File: src/rtl/vga_pkg.sv
// Shared VGA timing constants, capture FSM state type and counter helpers
// for the VGA input/output blocks.
package vga_pkg;

  localparam int unsigned H_SYNC   = 96;
  localparam int unsigned H_BP     = 48;
  localparam int unsigned H_ACTIVE = 640;
  localparam int unsigned V_SYNC   = 2;
  localparam int unsigned V_BP     = 33;
  localparam int unsigned V_ACTIVE = 480;
  localparam int unsigned IMG_DIM  = 225;

  localparam int unsigned CNT_W = 10;

  typedef enum logic [1:0] {
    IDLE,
    WAIT_VS,
    CAPTURE
  } cap_state_e;

  // Saturating increment for the sync position counters.
  function automatic logic [CNT_W-1:0] sat_inc(input logic [CNT_W-1:0] v);
    return (v == '1) ? v : v + 1'b1;
  endfunction

endpackage

File: src/rtl/vga_sync_tracker.sv
// Samples HS/VS on pixel-enable ticks, flags their falling edges and keeps
// the pixel position within the line (hcount) and the line within the frame (vline).
module vga_sync_tracker
  import vga_pkg::*;
(
  input  logic             i_clk,
  input  logic             i_rst,
  input  logic             i_pix_en,
  input  logic             i_hs,
  input  logic             i_vs,
  output logic             o_hs_fall,
  output logic             o_vs_fall,
  output logic [CNT_W-1:0] o_hcount,
  output logic [CNT_W-1:0] o_vline
);

  logic             r_hs_prev;
  logic             r_vs_prev;
  logic [CNT_W-1:0] r_hcount;
  logic [CNT_W-1:0] r_vline;

  // Edges are qualified by the enable so downstream logic sees one-tick flags.
  assign o_hs_fall = i_pix_en & r_hs_prev & ~i_hs;
  assign o_vs_fall = i_pix_en & r_vs_prev & ~i_vs;
  assign o_hcount  = r_hcount;
  assign o_vline   = r_vline;

  always_ff @(posedge i_clk) begin
    if (i_rst) begin
      r_hs_prev <= 1'b1;
      r_vs_prev <= 1'b1;
      r_hcount  <= '0;
      r_vline   <= '0;
    end else if (i_pix_en) begin
      r_hs_prev <= i_hs;
      r_vs_prev <= i_vs;
      r_hcount  <= o_hs_fall ? '0 : sat_inc(r_hcount);
      if (o_vs_fall)
        r_vline <= '0;
      else if (o_hs_fall)
        r_vline <= sat_inc(r_vline);
    end
  end

endmodule

File: src/rtl/vga_frame_capture.sv
// Captures a WIN_W x WIN_H window of an incoming VGA stream into image RAM
// using the column-major layout addr = x*WIN_H + y.
module vga_frame_capture
  import vga_pkg::*;
#(
  parameter int unsigned WIN_W   = IMG_DIM,
  parameter int unsigned WIN_H   = IMG_DIM,
  parameter int unsigned H_START = H_SYNC + H_BP,
  parameter int unsigned V_START = V_SYNC + V_BP,
  parameter int unsigned AW      = 16
) (
  input  logic          CLK,
  input  logic          RESET,
  input  logic          PIX_EN,
  input  logic          HS_IN,
  input  logic          VS_IN,
  input  logic [7:0]    COLOUR_IN,
  input  logic          ARM,
  output logic          WR_EN,
  output logic [AW-1:0] WR_ADDR,
  output logic [7:0]    WR_DATA,
  output logic          BUSY,
  output logic          DONE,
  output logic          FRAME_ERR
);

  localparam logic [CNT_W-1:0] H_LO     = CNT_W'(H_START);
  localparam logic [CNT_W-1:0] H_HI     = CNT_W'(H_START + WIN_W);
  localparam logic [CNT_W-1:0] H_LAST   = CNT_W'(H_START + WIN_W - 1);
  localparam logic [CNT_W-1:0] V_LO     = CNT_W'(V_START);
  localparam logic [CNT_W-1:0] V_HI     = CNT_W'(V_START + WIN_H);
  localparam logic [AW-1:0]    ROW_STEP = AW'(WIN_H);
  localparam logic [AW-1:0]    LAST_ROW = AW'(WIN_H - 1);

  logic             w_hs_fall;
  logic             w_vs_fall;
  logic [CNT_W-1:0] w_hcount;
  logic [CNT_W-1:0] w_vline;
  logic             w_active;
  logic             w_last_col;
  logic [AW-1:0]    w_pix_addr;

  cap_state_e       r_state;
  logic [AW-1:0]    r_addr;
  logic [AW-1:0]    r_row;
  logic             r_line_active;

  vga_sync_tracker u_sync (
    .i_clk     (CLK),
    .i_rst     (RESET),
    .i_pix_en  (PIX_EN),
    .i_hs      (HS_IN),
    .i_vs      (VS_IN),
    .o_hs_fall (w_hs_fall),
    .o_vs_fall (w_vs_fall),
    .o_hcount  (w_hcount),
    .o_vline   (w_vline)
  );

  // The HS edge tick itself is never a pixel: a line cut short by an early
  // HS loses the pixel at that tick along with the rest of the line.
  assign w_active   = PIX_EN && !w_hs_fall &&
                      (w_hcount >= H_LO) && (w_hcount < H_HI) &&
                      (w_vline  >= V_LO) && (w_vline  < V_HI);
  assign w_last_col = (w_hcount == H_LAST);
  assign w_pix_addr = r_line_active ? (r_addr + ROW_STEP) : r_row;

  assign BUSY = (r_state == WAIT_VS) || (r_state == CAPTURE);

  always_ff @(posedge CLK) begin
    if (RESET) begin
      r_state       <= IDLE;
      r_addr        <= '0;
      r_row         <= '0;
      r_line_active <= 1'b0;
      WR_EN         <= 1'b0;
      WR_ADDR       <= '0;
      WR_DATA       <= '0;
      DONE          <= 1'b0;
      FRAME_ERR     <= 1'b0;
    end else begin
      WR_EN     <= 1'b0;
      DONE      <= 1'b0;
      FRAME_ERR <= 1'b0;
      case (r_state)
        IDLE: begin
          if (ARM)
            r_state <= WAIT_VS;
        end
        WAIT_VS: begin
          if (w_vs_fall) begin
            r_state       <= CAPTURE;
            r_addr        <= '0;
            r_row         <= '0;
            r_line_active <= 1'b0;
          end
        end
        CAPTURE: begin
          if (w_vs_fall) begin
            FRAME_ERR     <= 1'b1;
            r_line_active <= 1'b0;
            r_state       <= WAIT_VS;
          end else if (w_active) begin
            WR_EN   <= 1'b1;
            WR_ADDR <= w_pix_addr;
            WR_DATA <= COLOUR_IN;
            r_addr  <= w_pix_addr;
            if (w_last_col) begin
              r_row         <= r_row + 1'b1;
              r_line_active <= 1'b0;
              if (r_row == LAST_ROW) begin
                DONE    <= 1'b1;
                r_state <= IDLE;
              end
            end else begin
              r_line_active <= 1'b1;
            end
          end else if (w_hs_fall && r_line_active) begin
            // Short line: still consumes its row.
            r_row         <= r_row + 1'b1;
            r_line_active <= 1'b0;
          end
        end
        default: r_state <= IDLE;
      endcase
    end
  end

endmodule
File: config.mk
export PLATFORM = sky130hd
export DESIGN_NAME = vga_frame_capture
export DESIGN_NICKNAME = d
export VERILOG_FILES = /design/src/rtl/vga_pkg.sv /design/src/rtl/vga_sync_tracker.sv /design/src/rtl/vga_frame_capture.sv
export SDC_FILE = /design/constraint.sdc
export NUM_CORES = 1
export LEC_CHECK = 0
export CAP_MARGIN = 5
export CELL_PAD_IN_SITES_DETAIL_PLACEMENT = 1
export CELL_PAD_IN_SITES_GLOBAL_PLACEMENT = 1
export CORE_MARGIN = 3
export CORE_UTILIZATION = 30
export DETAILED_ROUTE_END_ITERATION = 8
export HOLD_SLACK_MARGIN = 0.15
export PLACE_DENSITY_LB_ADDON = 0.1
export SLEW_MARGIN = 20
export SYNTH_ARGS = -nofsm -noshare
export SYNTH_HDL_FRONTEND = slang
export SYNTH_SLANG_ARGS = --single-unit
File: constraint.sdc
create_clock -name CLK -period 5.67 [get_ports CLK]
set_input_delay 1.134 -clock CLK [delete_from_list [all_inputs] [get_ports CLK]]
set_output_delay 1.134 -clock CLK [all_outputs]
set_load 0.005 [all_outputs]
* Word level (Yosys, flattened, before mapping)
Index checks and enable logic that the tools add are counted.
Cells by class: add/sub/neg operators 4, multiply operators 0, divide/modulo/power cells 0, $lt $le $gt $ge 4, eq/ne operators 18, shifts and indexed selects 0, muxes and demuxes 31, bitwise operators 10, reductions and logical operators 21
Operators with widths (number):
- $mux W16 | 8
- $pmux W16 S2 | 2
- $mux W10 | 5
- $add A10 B1 Y10 const B | 2
- $eq A10 B10 Y1 const B | 2
- $lt A10 B9 Y1 const B | 2
- $add A16 B1 Y16 const B | 1
- $add A16 B8 Y16 const B | 1
- $eq A16 B8 Y1 const B | 1
- $mux W2 | 6
- $eq A10 B9 Y1 const B | 1
- $ge A10 B6 Y1 const B | 1
- $ge A10 B8 Y1 const B | 1
- $reduce_and A5 Y1 | 2
- $ne A3 B2 Y1 const B | 3
- $reduce_and A3 Y1 | 3
- $mux W1 | 8
- $logic_and A1 B1 Y1 | 6
- $ne A2 B1 Y1 const B | 3
- $ne A2 B2 Y1 const B | 3
- $not A1 Y1 | 6
- $pmux W2 S3 | 1
- $reduce_or A5 Y1 | 1
- $and A1 B1 Y1 | 4
- 14 further kinds | 15
Storage, ports and cells: bits in registers 84, bits in latches 0, bits in writable memories 0, ROM bits 0, input port bits 14, memories kept 0

* Logic depth before layout (Yosys ltp)
Gate-level depths: netlist of the first run.
depth in word-level cells 11, depth in mapped cells 9, gate-level depth less buffers 8

* Cells and area by module
Synthesis of the first run repeated with hierarchy kept, for this count alone.
Second synthesis, totals: cells, all modules 503, area total of the unflattened synthesis 4380.5 µm²
By module, submodules not included:
- vga_frame_capture | instances 1, cells each 364, area an instance 3189.3 µm², seq. area each 1241.2 µm²
- vga_sync_tracker | instances 1, cells each 139, area an instance 1191.1 µm², seq. area each 440.4 µm²

* Least setup slack after synthesis of the first run
No wires, ideal clock.
path kind in2reg, start point input PIX_EN, end point register r_row[6], library setup time 79 ps, arrival 2683 ps, data required time 5591 ps, path slack 2907 ps, stages on the path 8, buffers on the path 2, path through clkbuf_8 and3b_1 o211ai_1 nor2_1 nand3_1 clkbuf_1 a21oi_1 a211oi_2
On the way: longest elaborated chain between the ends 11, elaborated cells on any way between the ends 19
Ends and longest elaborated chain:
- from (decl) | line vga_frame_capture.sv:14 | input logic PIX_EN,
- $and A1 B1 Y1 (2 in a row) | line vga_sync_tracker.sv:23 | assign o_hs_fall = i_pix_en & r_hs_prev & ~i_hs;
- $logic_not A1 Y1 | line vga_frame_capture.sv:62 | assign w_active = PIX_EN && !w_hs_fall &&
- $logic_and A1 B1 Y1 (2 in a row) | line vga_frame_capture.sv:62
- $logic_and A1 B1 Y1 (2 in a row) | line vga_frame_capture.sv:63 | (w_hcount >= H_LO) && (w_hcount < H_HI) &&
- $logic_and A1 B1 Y1 | line vga_frame_capture.sv:64 | (w_vline >= V_LO) && (w_vline < V_HI);
- $mux W16 | line vga_frame_capture.sv:103 | end else if (w_active) begin
- $mux W16 | line vga_frame_capture.sv:99 | if (w_vs_fall) begin
- $pmux W16 S2 | line vga_frame_capture.sv:85 | case (r_state)
- to (signal assigned) | line vga_frame_capture.sv:109 | r_row <= r_row + 1'b1;
- to (signal assigned) | line vga_frame_capture.sv:120 | r_row <= r_row + 1'b1;
- to (decl) | line vga_frame_capture.sv:45 | logic [AW-1:0] r_row;
Several ways; a longest one is shown, not always the timed one. The select of a mux whose other input is x is not followed. A chain may end at the register's enable or synchronous reset.

* Worst setup path in the final report of the first run
start point input PIX_EN, end point register r_addr[14]
On the way: longest elaborated chain between the ends 10, elaborated cells on any way between the ends 14
Ends and longest elaborated chain:
- $and A1 B1 Y1 (2 in a row) | line vga_sync_tracker.sv:23
- $logic_not A1 Y1 | line vga_frame_capture.sv:62
- $logic_and A1 B1 Y1 (2 in a row) | line vga_frame_capture.sv:62
- $logic_and A1 B1 Y1 (2 in a row) | line vga_frame_capture.sv:63
- $logic_and A1 B1 Y1 | line vga_frame_capture.sv:64
- $ne A2 B2 Y1 (no source line)
- $reduce_and A4 Y1 (no source line) *
- to (signal assigned) | line vga_frame_capture.sv:107 | r_addr <= w_pix_addr;
- to (decl) | line vga_frame_capture.sv:44 | logic [AW-1:0] r_addr;
Mark *: on every way between the ends. The rest lies on a longest branch, timed or not.

==> results of run 1 <==
-- metal layers --
| metal | track usage (%) | part of all wire (%) | vias to the layer above |
|---|---|---|---|
| li1 | - | - | 2090 |
| met1 | 21.64 | 46 | 2051 |
| met2 | 29.27 | 50 | 45 |
| met3 | 3.570 | 2.5 | 10 |
| met4 | 5.497 | 1.3 | 0 |
| met5 | 0 | 0 | - |
-- through the flow --
| step | setup slack [ns] | hold WS (ns) |
|---|---|---|
| floorplan | 2.907 | 0.4501 |
| global placement | 1.866 | 0.4449 |
| detailed placement | 1.791 | 0.4509 |
| CTS | 2.157 | 0.4602 |
| global route | 1.988 | 0.4804 |
| finish | 2.217 | 0.4559 |
-- tightest hold or removal path, cell delays in order (launching register included) --
cell	delay, ns
sky130_fd_sc_hd__dfxtp_1	0.31
sky130_fd_sc_hd__nand2_1	0.05
sky130_fd_sc_hd__a21oi_1	0.05
-- logic make-up (layout without fill, tap and decap cells) --
family / after synthesis / after routing
compound gates: 149 / 149
xor+xnor: 23 / 23
fa+ha+maj: 11 / 11
buf+inv: 50 / 82
flops: 84 / 84
mux: 9 / 9
simple gates: 246 / 246
-- state kept, by name, summed over array words and instances, names as in the netlist, 2 cells and up --
register,flops
WR_ADDR,16
r_addr,16
r_row,16
u_sync.o_hcount,10
u_sync.o_vline,10
WR_DATA,8
r_state,2
-- layout make-up --
type,count,area [sq um]
repair buffers,47,450.4
clock inverters,4,50.05
inverters,20,75.07
fillers,1757,9331
well taps,184,230.2
flip-flops and latches,84,1682
clock buffers,11,242.7
multi-input cells,438,2582
-- layout by cell type (no fill, tap or decap), types with 3 or more instances in the layout --
| cell type | Yosys | routed |
|---|---|---|
| sky130_fd_sc_hd__a21boi_0 | 3 | 3 |
| sky130_fd_sc_hd__nor2_1 | 49 | 49 |
| sky130_fd_sc_hd__inv_1 | 20 | 20 |
| sky130_fd_sc_hd__a21oi_1 | 58 | 58 |
| sky130_fd_sc_hd__o211ai_1 | 9 | 9 |
| sky130_fd_sc_hd__o41ai_1 | 3 | 3 |
| sky130_fd_sc_hd__o2111ai_1 | 5 | 5 |
| sky130_fd_sc_hd__nand2b_1 | 3 | 3 |
| sky130_fd_sc_hd__o21a_1 | 3 | 3 |
| sky130_fd_sc_hd__xor2_1 | 8 | 8 |
| sky130_fd_sc_hd__clkbuf_16 | 0 | 9 |
| sky130_fd_sc_hd__dfxtp_1 | 84 | 84 |
| sky130_fd_sc_hd__o21ai_0 | 28 | 28 |
| sky130_fd_sc_hd__o31ai_1 | 4 | 4 |
| sky130_fd_sc_hd__and2_1 | 3 | 3 |
| sky130_fd_sc_hd__nand3_1 | 19 | 19 |
| sky130_fd_sc_hd__ha_1 | 11 | 11 |
| sky130_fd_sc_hd__o32ai_1 | 4 | 4 |
| sky130_fd_sc_hd__and3_1 | 6 | 6 |
| sky130_fd_sc_hd__o21ai_1 | 4 | 4 |
| sky130_fd_sc_hd__nor4_1 | 7 | 7 |
| sky130_fd_sc_hd__a211oi_1 | 7 | 7 |
| sky130_fd_sc_hd__or3_1 | 8 | 8 |
| sky130_fd_sc_hd__nand4_1 | 13 | 13 |
| sky130_fd_sc_hd__mux2i_1 | 8 | 8 |
| sky130_fd_sc_hd__and4_1 | 3 | 3 |
| sky130_fd_sc_hd__buf_4 | 2 | 6 |
| sky130_fd_sc_hd__nor3_1 | 11 | 11 |
| sky130_fd_sc_hd__clkdlybuf4s50_1 | 0 | 40 |
| sky130_fd_sc_hd__a31oi_1 | 5 | 5 |
| sky130_fd_sc_hd__nand4b_1 | 3 | 3 |
| sky130_fd_sc_hd__xnor2_1 | 15 | 15 |
| sky130_fd_sc_hd__a211o_1 | 4 | 4 |
| sky130_fd_sc_hd__nor2b_1 | 4 | 4 |
| sky130_fd_sc_hd__nand2_1 | 102 | 102 |
-- where the power goes --
part           internal (mW)  total, mW  switching (mW)
combinational         0.0709      0.218           0.147
sequential             0.598      0.605         0.00767
clock                  0.350      0.601           0.250
-- final timing paths --
kind,start,depth (start not counted),to
worst max-delay path,PIX_EN,7,r_addr[14]$_SDFFE_PP0P_
worst min-delay path,WR_ADDR[13]$_SDFFE_PP0P_,2,WR_ADDR[13]$_SDFFE_PP0P_
worst max register to register,r_state[0]$_SDFFE_PP0P_,8,r_addr[14]$_SDFFE_PP0P_
worst min register to register,WR_ADDR[13]$_SDFFE_PP0P_,2,WR_ADDR[13]$_SDFFE_PP0P_
==> Flow_metrics.wiki, run 1 <==
{| class="wikitable"
! Metric !! Value
|-
| Status || finished clean
|-
| Top FF cell, synth || sky130_fd_sc_hd__dfxtp_1
|-
| Multiplexer share of the synthesized area || ~2.0%
|-
| Clock Skew || 0.006186 ns
|-
| Routed WL per cell || 17.02 microns
|-
| Share of async-settable or async-resettable flops after synthesis || 0%
|-
| Compound-gate portion of the synthesized area || 21.02%
|-
| Routability cong. || about 0.77
|-
| Tightest slew margin relative to the limit || 28.28%
|-
| Die span in x || 128.7 microns
|-
| Post-Syn Area || 0.004518 sq mm
|-
| Vias per cell || between 5 and 6
|-
| Number of synthesized flops with an enable pin || 0
|-
| Clock buffers created by TritonCTS || 9
|-
| Cell occurring most often along the worst timing path || sky130_fd_sc_hd__nand2_1
|-
| Fin nets || 625
|-
| Leak || 1.663 nW
|-
| Count of hold buffers inserted by post-cts repair || 0
|-
| DP Wirelength || 9557 microns
|-
| CTS tree || built
|-
| Total cell area at the placement stage || roughly 0.005 sq mm
|-
| Part of the Yosys area used for sequential elements || a little under two fifths
|-
| Number of setup violations in the final report || 0
|-
| Number of cell rows || 44
|-
| Clock Sinks || 84
|-
| Post-Layout Cell Count || 788
|-
| Detailed-route via count || 4196
|-
| Largest net degree at the start of global routing || 56
|-
| Final TNS setup || 0 ns
|-
| Clock transition at the registers of the reported paths || 0.07 ns
|-
| Maximum net fanout on the critical path || 9
|-
| Power density normalized to cell area || about 270 mW/mm^2
|-
| Starting utilization of the core area || 30.85%
|-
| Commonest cells post-synth || sky130_fd_sc_hd__nand2_1, sky130_fd_sc_hd__dfxtp_1, sky130_fd_sc_hd__a21oi_1, sky130_fd_sc_hd__nor2_1, sky130_fd_sc_hd__o21ai_0
|-
| Number of register bits inferred by synthesis || 84
|-
| Post-layout util || 36.28%
|-
| Post-synthesis cell type with the largest combined area || sky130_fd_sc_hd__dfxtp_1
|-
| Initial detailed-routing violation count || 183
|-
| Worst Setup Start Kind || input port
|-
| Antenna-violating nets left || 0
|-
| Gates resized, CTS repair || 0
|-
| Crit end category || register
|-
| Detailed Routing Iterations Pass 1 || 4
|-
| Minimum clock period || 3.453 ns
|-
| Top cells by area in the synthesized netlist || sky130_fd_sc_hd__dfxtp_1, sky130_fd_sc_hd__nand2_1, sky130_fd_sc_hd__a21oi_1
|-
| Hold Crit Class || reg -> reg
|-
| XOR/XNOR Fraction of Synth Area || 4.459%
|-
| Crit-path leading delay family || simple AND/OR/NAND/NOR gates
|-
| Share of post-route cells with drive strength above 1 || roughly 5.6%
|-
| Max incr delay on CP || 0.85 ns
|-
| Worst path buffer plus inverter count || 1
|-
| Avg Inst Size Synth || between 7 and 8 sq um
|-
| Critical path required time || about 6.0 ns
|-
| Vertical die dimension || 128.7 microns
|-
| Die Outline Area || between 0.015 and 0.02 sq mm
|-
| Max Fclk || a little under 300 MHz
|-
| Wire length of the first global-routing pass || 22680 microns
|-
| Final max-slew violation count || 0
|-
| Non-Filler Cell Area, Final || 0.005313 sq mm
|-
| Final Hold Violating Endpoints || 0
|-
| Master cell of the clock root buffer || sky130_fd_sc_hd__clkbuf_16
|-
| Number of antenna violations at the first check in global routing || 0
|-
| Placed cells || 773
|-
| Ordered list of cells on the worst path || clkdlybuf4s50_1 -> and3b_1 -> o211a_1 -> nand2_1 -> nor3_1 -> nand2_1 -> a21oi_1
|-
| Post-route clock period utilization || 60.89%
|-
| Net count after synthesis || 597
|-
| Bufs on Longest Clock Path || 2
|-
| Fraction of post-synthesis cell area in the top cell type by area || a little under two fifths
|-
| Slew at the pin with the worst max-slew slack || 1.068 ns
|-
| DRC violations left || 0
|-
| Number of H-tree branching levels || 3
|-
| Number of setup buffers added after CTS || 0
|-
| Overall power consumption || 1.424 mW
|-
| Yosys warning count || 0
|-
| Adder and majority gate portion of the synthesized area || 3.046%
|-
| CP max stage cell || sky130_fd_sc_hd__nor3_1
|-
| Vias in the first global route || 4367
|-
| Setup repair after global routing missed its margin || false
|-
| Post-synthesis to final-layout area growth || 17.59%
|-
| Maxcap violations || 0
|-
| Post-synthesis cell type count || 62
|-
| Leading cell type by number of instances after synthesis || sky130_fd_sc_hd__nand2_1
|-
| Wire length reported by the detailed router || 13410 microns
|-
| Core region area || 0.01464 sq mm
|-
| # IOs || between 40 and 50
|-
| Post-synthesis cell count || 572
|-
| Buffers added on ports || 41
|-
| Clk Latency, worst-skew pair || 0.35 ns
|-
| Share of synthesized cell area in and, or, nand and nor gates || around a quarter
|-
| Count of antenna diodes in the layout || 0
|-
| GRT Util Overall || 17.15%
|-
| Setup slack of the worst register-to-register path || 2.78 ns
|-
| Remaining Overflow, GRT || 0
|-
| Data arrival time at the worst-slack endpoint || 3.73 ns
|-
| Main combinational cell family by area after synthesis || simple AND/OR/NAND/NOR gates
|-
| Critical path start-end classification || in -> reg
|-
| Largest voltage drop on the vdd net || 0.0001309 V
|}
Power figures use the tool's default switching activity.
==> run 2, diff against run 1 <==
==> constraint.sdc (replaced) <==
create_clock -name CLK -period 3 [get_ports CLK]
set_input_delay 0.6 -clock CLK [delete_from_list [all_inputs] [get_ports CLK]]
set_output_delay 0.6 -clock CLK [all_outputs]
set_load 0.005 [all_outputs]
==> Flow_metrics.wiki, run 2 (synthesis gave the netlist of run 1 again) <==
{| class="wikitable"
! Metric !! Value
|-
| Final TNS setup || 0 ns (unchanged)
|-
| Post-route clock period utilization || 86.25%
|-
| Wire length of the first global-routing pass || 23010 microns (+1.5%)
|-
| Overall power consumption || 2.688 mW (+89%)
|-
| Buffers added on ports || 41 (unchanged)
|-
| Wire length reported by the detailed router || 13880 microns (+3.5%)
|-
| Power density normalized to cell area || 493.4 mW/mm^2 (+84%)
|-
| Status || finished clean
|-
| Most used cells in the layout excluding fill and tap cells || sky130_fd_sc_hd__nand2_1, sky130_fd_sc_hd__dfxtp_1, sky130_fd_sc_hd__a21oi_1
|-
| Count of hold buffers inserted by post-cts repair || 0 (unchanged)
|-
| Vias in the first global route || 4359 (-0.18%)
|-
| Critical path start-end classification || in -> reg
|-
| Die span in x || 128.7 microns (unchanged)
|-
| DP Wirelength || 10150 microns (+6.2%)
|-
| Number of setup buffers added after CTS || 0 (unchanged)
|-
| Count of antenna diodes in the layout || 0 (unchanged)
|-
| Clock transition at the registers of the reported paths || 0.07 ns (about the same)
|-
| Leading cell type in the layout, fill and taps excluded || sky130_fd_sc_hd__nand2_1
|-
| Initial detailed-routing violation count || 192 (+4.9%)
|-
| Fin nets || 643 (+2.9%)
|-
| Crit end category || register
|-
| Max Fclk || approximately 390 MHz
|-
| Clk Latency, worst-skew pair || 0.34 ns (about the same)
|-
| Setup slack of the worst register-to-register path || 0.57 ns (-2.21 ns)
|-
| Detailed Routing Iterations Pass 1 || 4 (unchanged)
|-
| Maximum net fanout on the critical path || 12 (+3)
|-
| Core region area || 0.01464 sq mm (unchanged)
|-
| Register area || 0.001682 sq mm (unchanged)
|-
| Number of setup violations in the final report || 0 (unchanged)
|-
| Maxcap violations || 0 (unchanged)
|-
| Launch instance of the worst register-to-register path || u_sync.o_vline[2]$_SDFFE_PP0P_
|-
| Clock buffers created by TritonCTS || 9 (unchanged)
|-
| Setup repair after global routing missed its margin || false
|-
| # IOs || 42 (unchanged)
|-
| Share of post-route cells with drive strength above 1 || 8.668% (+3.0 points)
|-
| Data arrival time at the worst-slack endpoint || 2.83 ns (-0.90 ns)
|-
| Hold Crit Class || reg -> reg
|-
| Worst Hold Path Cells || 2 (unchanged)
|-
| WHS Endpoint || WR_ADDR[14]$_SDFFE_PP0P_
|-
| Detailed-route via count || 4254 (+1.4%)
|-
| Critical path required time || 3.24 ns (-2.71 ns)
|-
| Largest net degree at the start of global routing || 37 (-34%)
|-
| Number of antenna violations at the first check in global routing || 0 (unchanged)
|-
| CTS tree || built
|-
| Clock Sinks || 84 (unchanged)
|-
| Final max-slew violation count || 0 (unchanged)
|-
| Starting utilization of the core area || 30.85% (unchanged)
|-
| Master cell of the clock root buffer || sky130_fd_sc_hd__clkbuf_16
|-
| Gates resized, CTS repair || 0 (unchanged)
|-
| Antenna-violating nets left || 0 (unchanged)
|-
| GRT Util Overall || 17.50% (+0.34 points)
|-
| Post-synthesis to final-layout area growth || 20.58%
|-
| Vias per cell || 5.271 (-1.0%)
|-
| Die Outline Area || 0.01657 sq mm (unchanged)
|-
| Vertical die dimension || 128.7 microns (unchanged)
|-
| Area of the multi-input gates || 0.002576 sq mm (-0.24%)
|-
| Number of H-tree branching levels || 3 (unchanged)
|-
| DRC violations left || 0 (unchanged)
|-
| Clock Skew || 0.008630 ns (+0.002444 ns)
|-
| Largest voltage drop on the vdd net || 0.0003046 V (+130%)
|-
| Number of cell rows || 44 (unchanged)
|-
| Remaining Overflow, GRT || 0 (unchanged)
|-
| Fill cell count || 1774 (+0.97%)
|-
| Final Hold Violating Endpoints || 0 (unchanged)
|-
| Leak || 1.739 nW (+4.6%)
|-
| Largest registers ranked by flip-flop count || WR_ADDR (16), r_addr (16), r_row (16)
|-
| Endpoint of the worst register-to-register path || r_addr[1]$_SDFFE_PP0P_
|-
| Bufs on Longest Clock Path || 2 (unchanged)
|-
| Worst Setup Start Kind || input port
|-
| Length in cells of the worst reg-to-reg path || 6 (-2)
|-
| Tightest slew margin relative to the limit || 53.94% (+26 points)
|-
| Routability cong. || 0.7920 (+2.9%)
|-
| Startpoint of the tightest hold check path || WR_ADDR[14]$_SDFFE_PP0P_
|-
| Routed WL per cell || 17.20 microns (+1.0%)
|-
| Minimum clock period || 2.587 ns
|-
| Slew at the pin with the worst max-slew slack || 0.6869 ns (-0.3807 ns)
|}
[run 2: cell count changes in the layout (fill, tap and decap cells not counted)]
cell	before	now
sky130_fd_sc_hd__buf_12	0	1
sky130_fd_sc_hd__buf_4	6	23
sky130_fd_sc_hd__bufinv_16	1	0
sky130_fd_sc_hd__clkbuf_1	1	0
sky130_fd_sc_hd__clkinv_4	0	3
sky130_fd_sc_hd__clkinvlp_4	2	1
sky130_fd_sc_hd__inv_6	0	1
sky130_fd_sc_hd__nor3_2	1	2
sky130_fd_sc_hd__nor3_4	1	0
[run 2: critical path: stages]
cell	delay (ns)
sky130_fd_sc_hd__clkdlybuf4s50_1	0.49
sky130_fd_sc_hd__and2b_2	0.24
sky130_fd_sc_hd__nor4b_2	0.36
sky130_fd_sc_hd__nand4_4	0.20
sky130_fd_sc_hd__nor4_2	0.29
sky130_fd_sc_hd__buf_4	0.25
sky130_fd_sc_hd__o21ai_1	0.14
sky130_fd_sc_hd__o41ai_1	0.25
[run 2: metal layers]
layer  global-route usage (%)  wire [microns]  up-vias
li1                         -               -     2131
met1                    22.82            6389     2064
met2                    29.21            6917       42
met3                    2.947             302       17
met4                    6.177             269        0
met5                        0               0        -
[run 2: cell type report]
type                    count  area share [%]
well taps                 184           4.226
flip-flops and latches     84           30.87
multi-input cells         438           47.29
clock buffers              10           4.387
inverters                  20           1.378
clock inverters             6          0.8728
repair buffers             65           10.98
[run 2: how the worst max path moves through the flow]
| stage | endpoint | cells past startpoint | start |
|---|---|---|---|
| floorplan | r_row[6]$_SDFFE_PP0P_ | 8 | PIX_EN |
| global placement | r_addr[15]$_SDFFE_PP0P_ | 7 | HS_IN |
| detailed placement | r_row[3]$_SDFFE_PP0P_ | 8 | HS_IN |
| CTS | r_row[3]$_SDFFE_PP0P_ | 8 | HS_IN |
| global route | r_row[3]$_SDFFE_PP0P_ | 8 | HS_IN |
| finish | r_row[3]$_SDFFE_PP0P_ | 8 | HS_IN |
[run 2: through the flow]
step	cell area [sq um]	setup slack, ns	hold slack (ns)	std cells	util (%)
after global routing	5448	0.2020	0.4734	807	37.20
after floorplan	4518	0.7714	0.4501	572	-
after global placement	5161	0.1180	0.4417	791	35.24
after detailed placement	5161	0.06184	0.4458	791	35.24
final	5448	0.4125	0.4521	807	37.20
after CTS	5448	0.4248	0.4556	807	37.20
[run 2: power by group]
group | internal [mW] | total [mW] | switching (mW)
combinational | 0.171 | 0.461 | 0.290
clock | 0.590 | 1.08 | 0.493
sequential | 1.13 | 1.14 | 0.0140
total | 1.89 | 2.69 | 0.798
==> run 3, diff against run 2 <==
--- a/config.mk
+++ b/config.mk
@@ -5,6 +5,7 @@
 export SDC_FILE = /design/constraint.sdc
 export NUM_CORES = 1
 export LEC_CHECK = 0
+export ABC_AREA = 1
 export CAP_MARGIN = 5
 export CELL_PAD_IN_SITES_DETAIL_PLACEMENT = 1
 export CELL_PAD_IN_SITES_GLOBAL_PLACEMENT = 1
==> Flow_metrics.wiki, run 3 <==
{| class="wikitable"
! Metric !! Value
|-
| Status || finished clean
|-
| Post-synthesis to final-layout area growth || 19.67%
|-
| Hold Slack || 0.4641 ns (+0.01191 ns)
|-
| Count of hold buffers inserted by post-cts repair || 0 (unchanged)
|-
| Endpoint of the worst register-to-register path || r_addr[14]$_SDFFE_PP0P_
|-
| Data arrival time at the worst-slack endpoint || 2.59 ns (-0.24 ns)
|-
| Crit-path leading delay family || buffers and inverters
|-
| Final TNS setup || 0 ns (unchanged)
|-
| Wire length of the first global-routing pass || 24390 microns (+6.0%)
|-
| Part of the Yosys area used for sequential elements || 35.25% (-2.0 points)
|-
| Detailed-route via count || 4754 (+12%)
|-
| Multiplexer share of the synthesized area || 0% (-2.0 points)
|-
| Post-synthesis cell type with the largest combined area || sky130_fd_sc_hd__dfxtp_1
|-
| Most used cells in the layout excluding fill and tap cells || sky130_fd_sc_hd__nand2_1, sky130_fd_sc_hd__nor2_1, sky130_fd_sc_hd__dfxtp_1
|-
| Leak || 2.320 nW (+33%)
|-
| Top cells by area in the synthesized netlist || sky130_fd_sc_hd__dfxtp_1, sky130_fd_sc_hd__nand2_1, sky130_fd_sc_hd__nor2_1
|-
| Overall power consumption || 3.820 mW (+42%)
|-
| Max Fclk || 426.0 MHz (+10%)
|-
| XOR/XNOR Fraction of Synth Area || 0.5507% (-3.9 points)
|-
| Post-synthesis cell type count || 39 (-37%)
|-
| Critical path start-end classification || in -> reg
|-
| Tightest slew margin relative to the limit || 61.06% (+7.1 points)
|-
| CTS tree || built
|-
| Length in cells of the worst reg-to-reg path || 10 (+4)
|-
| Master cell of the clock root buffer || sky130_fd_sc_hd__clkbuf_16
|-
| Buffers added on ports || 41 (unchanged)
|-
| Adder and majority gate portion of the synthesized area || 2.885% (-0.16 points)
|-
| Vertical die dimension || 132.1 microns (+2.6%)
|-
| WHS Endpoint || WR_ADDR[6]$_SDFFE_PP0P_
|-
| Core region area || 0.01537 sq mm (+5.0%)
|-
| Share of synthesized cell area in and, or, nand and nor gates || 37.90% (+11 points)
|-
| Clock Sinks || 84 (unchanged)
|-
| Setup repair after global routing missed its margin || false
|-
| DRC violations left || 0 (unchanged)
|-
| Number of setup buffers added after CTS || 0 (unchanged)
|-
| Clock Skew || 0.006391 ns (-0.002239 ns)
|-
| Fill cell count || 1981 (+12%)
|-
| Die Outline Area || 0.01745 sq mm (+5.3%)
|-
| Register area || 0.001682 sq mm (unchanged)
|-
| Hold Crit Class || reg -> reg
|-
| Die span in x || 132.1 microns (+2.6%)
|-
| Number of setup violations in the final report || 0 (unchanged)
|-
| Routability cong. || 0.8479 (+7.1%)
|-
| Largest voltage drop on the vdd net || 0.0003228 V (+6.0%)
|-
| Max incr delay on CP || 0.68 ns (+0.19 ns)
|-
| Wire length reported by the detailed router || 14350 microns (+3.4%)
|-
| Yosys warning count || 0 (unchanged)
|-
| Largest net degree at the start of global routing || 29 (-22%)
|-
| Setup slack of the worst register-to-register path || 0.69 ns (+0.12 ns)
|-
| Post-layout util || 37.14% (-0.058 points)
|-
| Maxcap violations || 0 (unchanged)
|-
| CP max stage cell || sky130_fd_sc_hd__clkdlybuf4s50_1
|-
| Remaining Overflow, GRT || 0 (unchanged)
|-
| Detailed Routing Iterations Pass 1 || 4 (unchanged)
|-
| Vias in the first global route || 4880 (+12%)
|-
| Routed WL per cell || 14.42 microns (-16%)
|-
| Count of antenna diodes in the layout || 0 (unchanged)
|-
| Launch instance of the worst register-to-register path || r_state[0]$_SDFFE_PP0P_
|-
| Final Hold Violating Endpoints || 0 (unchanged)
|-
| Crit end category || register
|-
| Post-Syn Area || 0.004771 sq mm (+5.6%)
|-
| Gates resized, CTS repair || 0 (unchanged)
|-
| Antenna-violating nets left || 0 (unchanged)
|-
| Top FF cell, synth || sky130_fd_sc_hd__dfxtp_1
|-
| Maximum net fanout on the critical path || 10 (-2)
|-
| Bufs on Longest Clock Path || 2 (unchanged)
|-
| Number of H-tree branching levels || 3 (unchanged)
|-
| Number of cell rows || 45 (+2.3%)
|-
| Starting utilization of the core area || 31.04% (+0.19 points)
|-
| GRT Util Overall || 16.95% (-0.54 points)
|-
| Number of synthesized flops with an enable pin || 0 (unchanged)
|-
| Compound-gate portion of the synthesized area || 14.00% (-7.0 points)
|-
| Area of the multi-input gates || 0.002640 sq mm (+2.5%)
|-
| Main combinational cell family by area after synthesis || simple AND/OR/NAND/NOR gates
|-
| Post-synthesis cell count || 741 (+30%)
|-
| Fraction of post-synthesis cell area in the top cell type by area || 35.25% (-2.0 points)
|-
| Post-route clock period utilization || 78.25% (-8.0 points)
|-
| Power density normalized to cell area || 669.1 mW/mm^2 (+36%)
|-
| Number of antenna violations at the first check in global routing || 0 (unchanged)
|-
| Critical path required time || 3.24 ns (about the same)
|-
| # IOs || 42 (unchanged)
|-
| Fin nets || 805 (+25%)
|-
| Worst Setup Start Kind || input port
|-
| Leading cell type by number of instances after synthesis || sky130_fd_sc_hd__nand2_1
|-
| Avg Inst Size Synth || 6.438 sq um (-18%)
|-
| DP Wirelength || 10940 microns (+7.8%)
|-
| Clk Latency, worst-skew pair || 0.35 ns (about the same)
|-
| Share of async-settable or async-resettable flops after synthesis || 0% (unchanged)
|-
| Commonest cells post-synth || sky130_fd_sc_hd__nand2_1, sky130_fd_sc_hd__nor2_1, sky130_fd_sc_hd__dfxtp_1, sky130_fd_sc_hd__inv_1, sky130_fd_sc_hd__nand3_1
|-
| Net count after synthesis || 766 (+28%)
|-
| Minimum clock period || 2.347 ns (-0.2401 ns)
|-
| Leading cell type in the layout, fill and taps excluded || sky130_fd_sc_hd__nand2_1
|-
| Number of register bits inferred by synthesis || 84 (unchanged)
|-
| Worst path buffer plus inverter count || 2 (unchanged)
|-
| Worst Hold Path Cells || 2 (unchanged)
|-
| Final max-slew violation count || 0 (unchanged)
|-
| Ordered list of cells on the worst path || clkdlybuf4s50_1 -> nand2_2 -> nor2_4 -> nor2_1 -> nor2_2 -> nand2_2 -> o21bai_4 -> buf_4 -> o21ai_0 -> nor2_1
|-
| Clock buffers created by TritonCTS || 9 (unchanged)
|-
| Largest registers ranked by flip-flop count || WR_ADDR (16), r_addr (16), r_row (16)
|-
| Clock transition at the registers of the reported paths || 0.06 ns (about the same)
|-
| Initial detailed-routing violation count || 173 (-9.9%)
|-
| Slew at the pin with the worst max-slew slack || 0.5780 ns (-0.1088 ns)
|-
| Vias per cell || 4.778 (-9.4%)
|-
| Startpoint of the tightest hold check path || WR_ADDR[6]$_SDFFE_PP0P_
|-
| Share of post-route cells with drive strength above 1 || 7.908% (-0.76 points)
|}
[run 3: how the worst max path moves through the flow]
stage                               to  cells past startpoint                    start
2_1_floorplan   r_row[10]$_SDFFE_PP0P_                     12                    HS_IN
3_3_place_gp    r_addr[4]$_SDFFE_PP0P_                     10                   PIX_EN
3_5_place_dp   r_addr[14]$_SDFFE_PP0P_                     11                   PIX_EN
4_1_cts         r_addr[4]$_SDFFE_PP0P_                     10                   PIX_EN
5_1_grt         r_addr[4]$_SDFFE_PP0P_                     10  r_state[0]$_SDFFE_PP0P_
6_report        r_addr[4]$_SDFFE_PP0P_                     10                   PIX_EN
[run 3: metal layers]
layer,track usage (%),up-vias,share of wire (%)
met3,2.901,11,2.8
met1,23.46,2237,52
li1,-,2451,-
met2,27.31,55,45
met4,4.609,0,1.2
met5,0,-,0
[run 3: cell type report]
class | instances | area share (%)
inverters | 83 | 5.457
clock buffers | 10 | 4.011
flip-flops and latches | 84 | 29.45
well taps | 211 | 4.624
multi-input cells | 550 | 46.24
repair buffers | 52 | 8.854
clock inverters | 5 | 1.359
[run 3: worst register-to-register path, stage by stage (launching register included)]
cell	delay [ns]
sky130_fd_sc_hd__dfxtp_1	0.34
sky130_fd_sc_hd__inv_1	0.09
sky130_fd_sc_hd__ha_1	0.46
sky130_fd_sc_hd__inv_1	0.30
sky130_fd_sc_hd__nor2_2	0.21
sky130_fd_sc_hd__inv_1	0.08
sky130_fd_sc_hd__nand2_2	0.10
sky130_fd_sc_hd__o21bai_4	0.20
sky130_fd_sc_hd__buf_4	0.23
sky130_fd_sc_hd__nand2_1	0.07
sky130_fd_sc_hd__a21oi_1	0.16
[run 3: metrics by stage]
| step | cell area [sq um] | worst slack, ns | std cells |
|---|---|---|---|
| after floorplan | 4771 | 1.248 | 741 |
| after global placement | 5403 | 0.3765 | 980 |
| after detailed placement | 5403 | 0.2865 | 980 |
| after CTS | 5709 | 0.6419 | 995 |
| after global routing | 5709 | 0.4484 | 995 |
| final | 5709 | 0.6526 | 995 |
[run 3: power breakdown]
| group | total [mW] | switching, mW | internal [mW] |
|---|---|---|---|
| registers | 1.31 | 0.104 | 1.21 |
| clock network | 1.18 | 0.462 | 0.722 |
| logic | 1.32 | 0.865 | 0.457 |
[run 3: logic make-up (layout without fill, tap and decap cells)]
kind of cell	after synthesis	count (layout)
AOI/OAI and AO/OA	119	119
xor gates and xnor gates	3	3
adders and majority gates	11	11
buffers and inverters	107	150
DFF	84	84
and+or+nand+nor	417	417
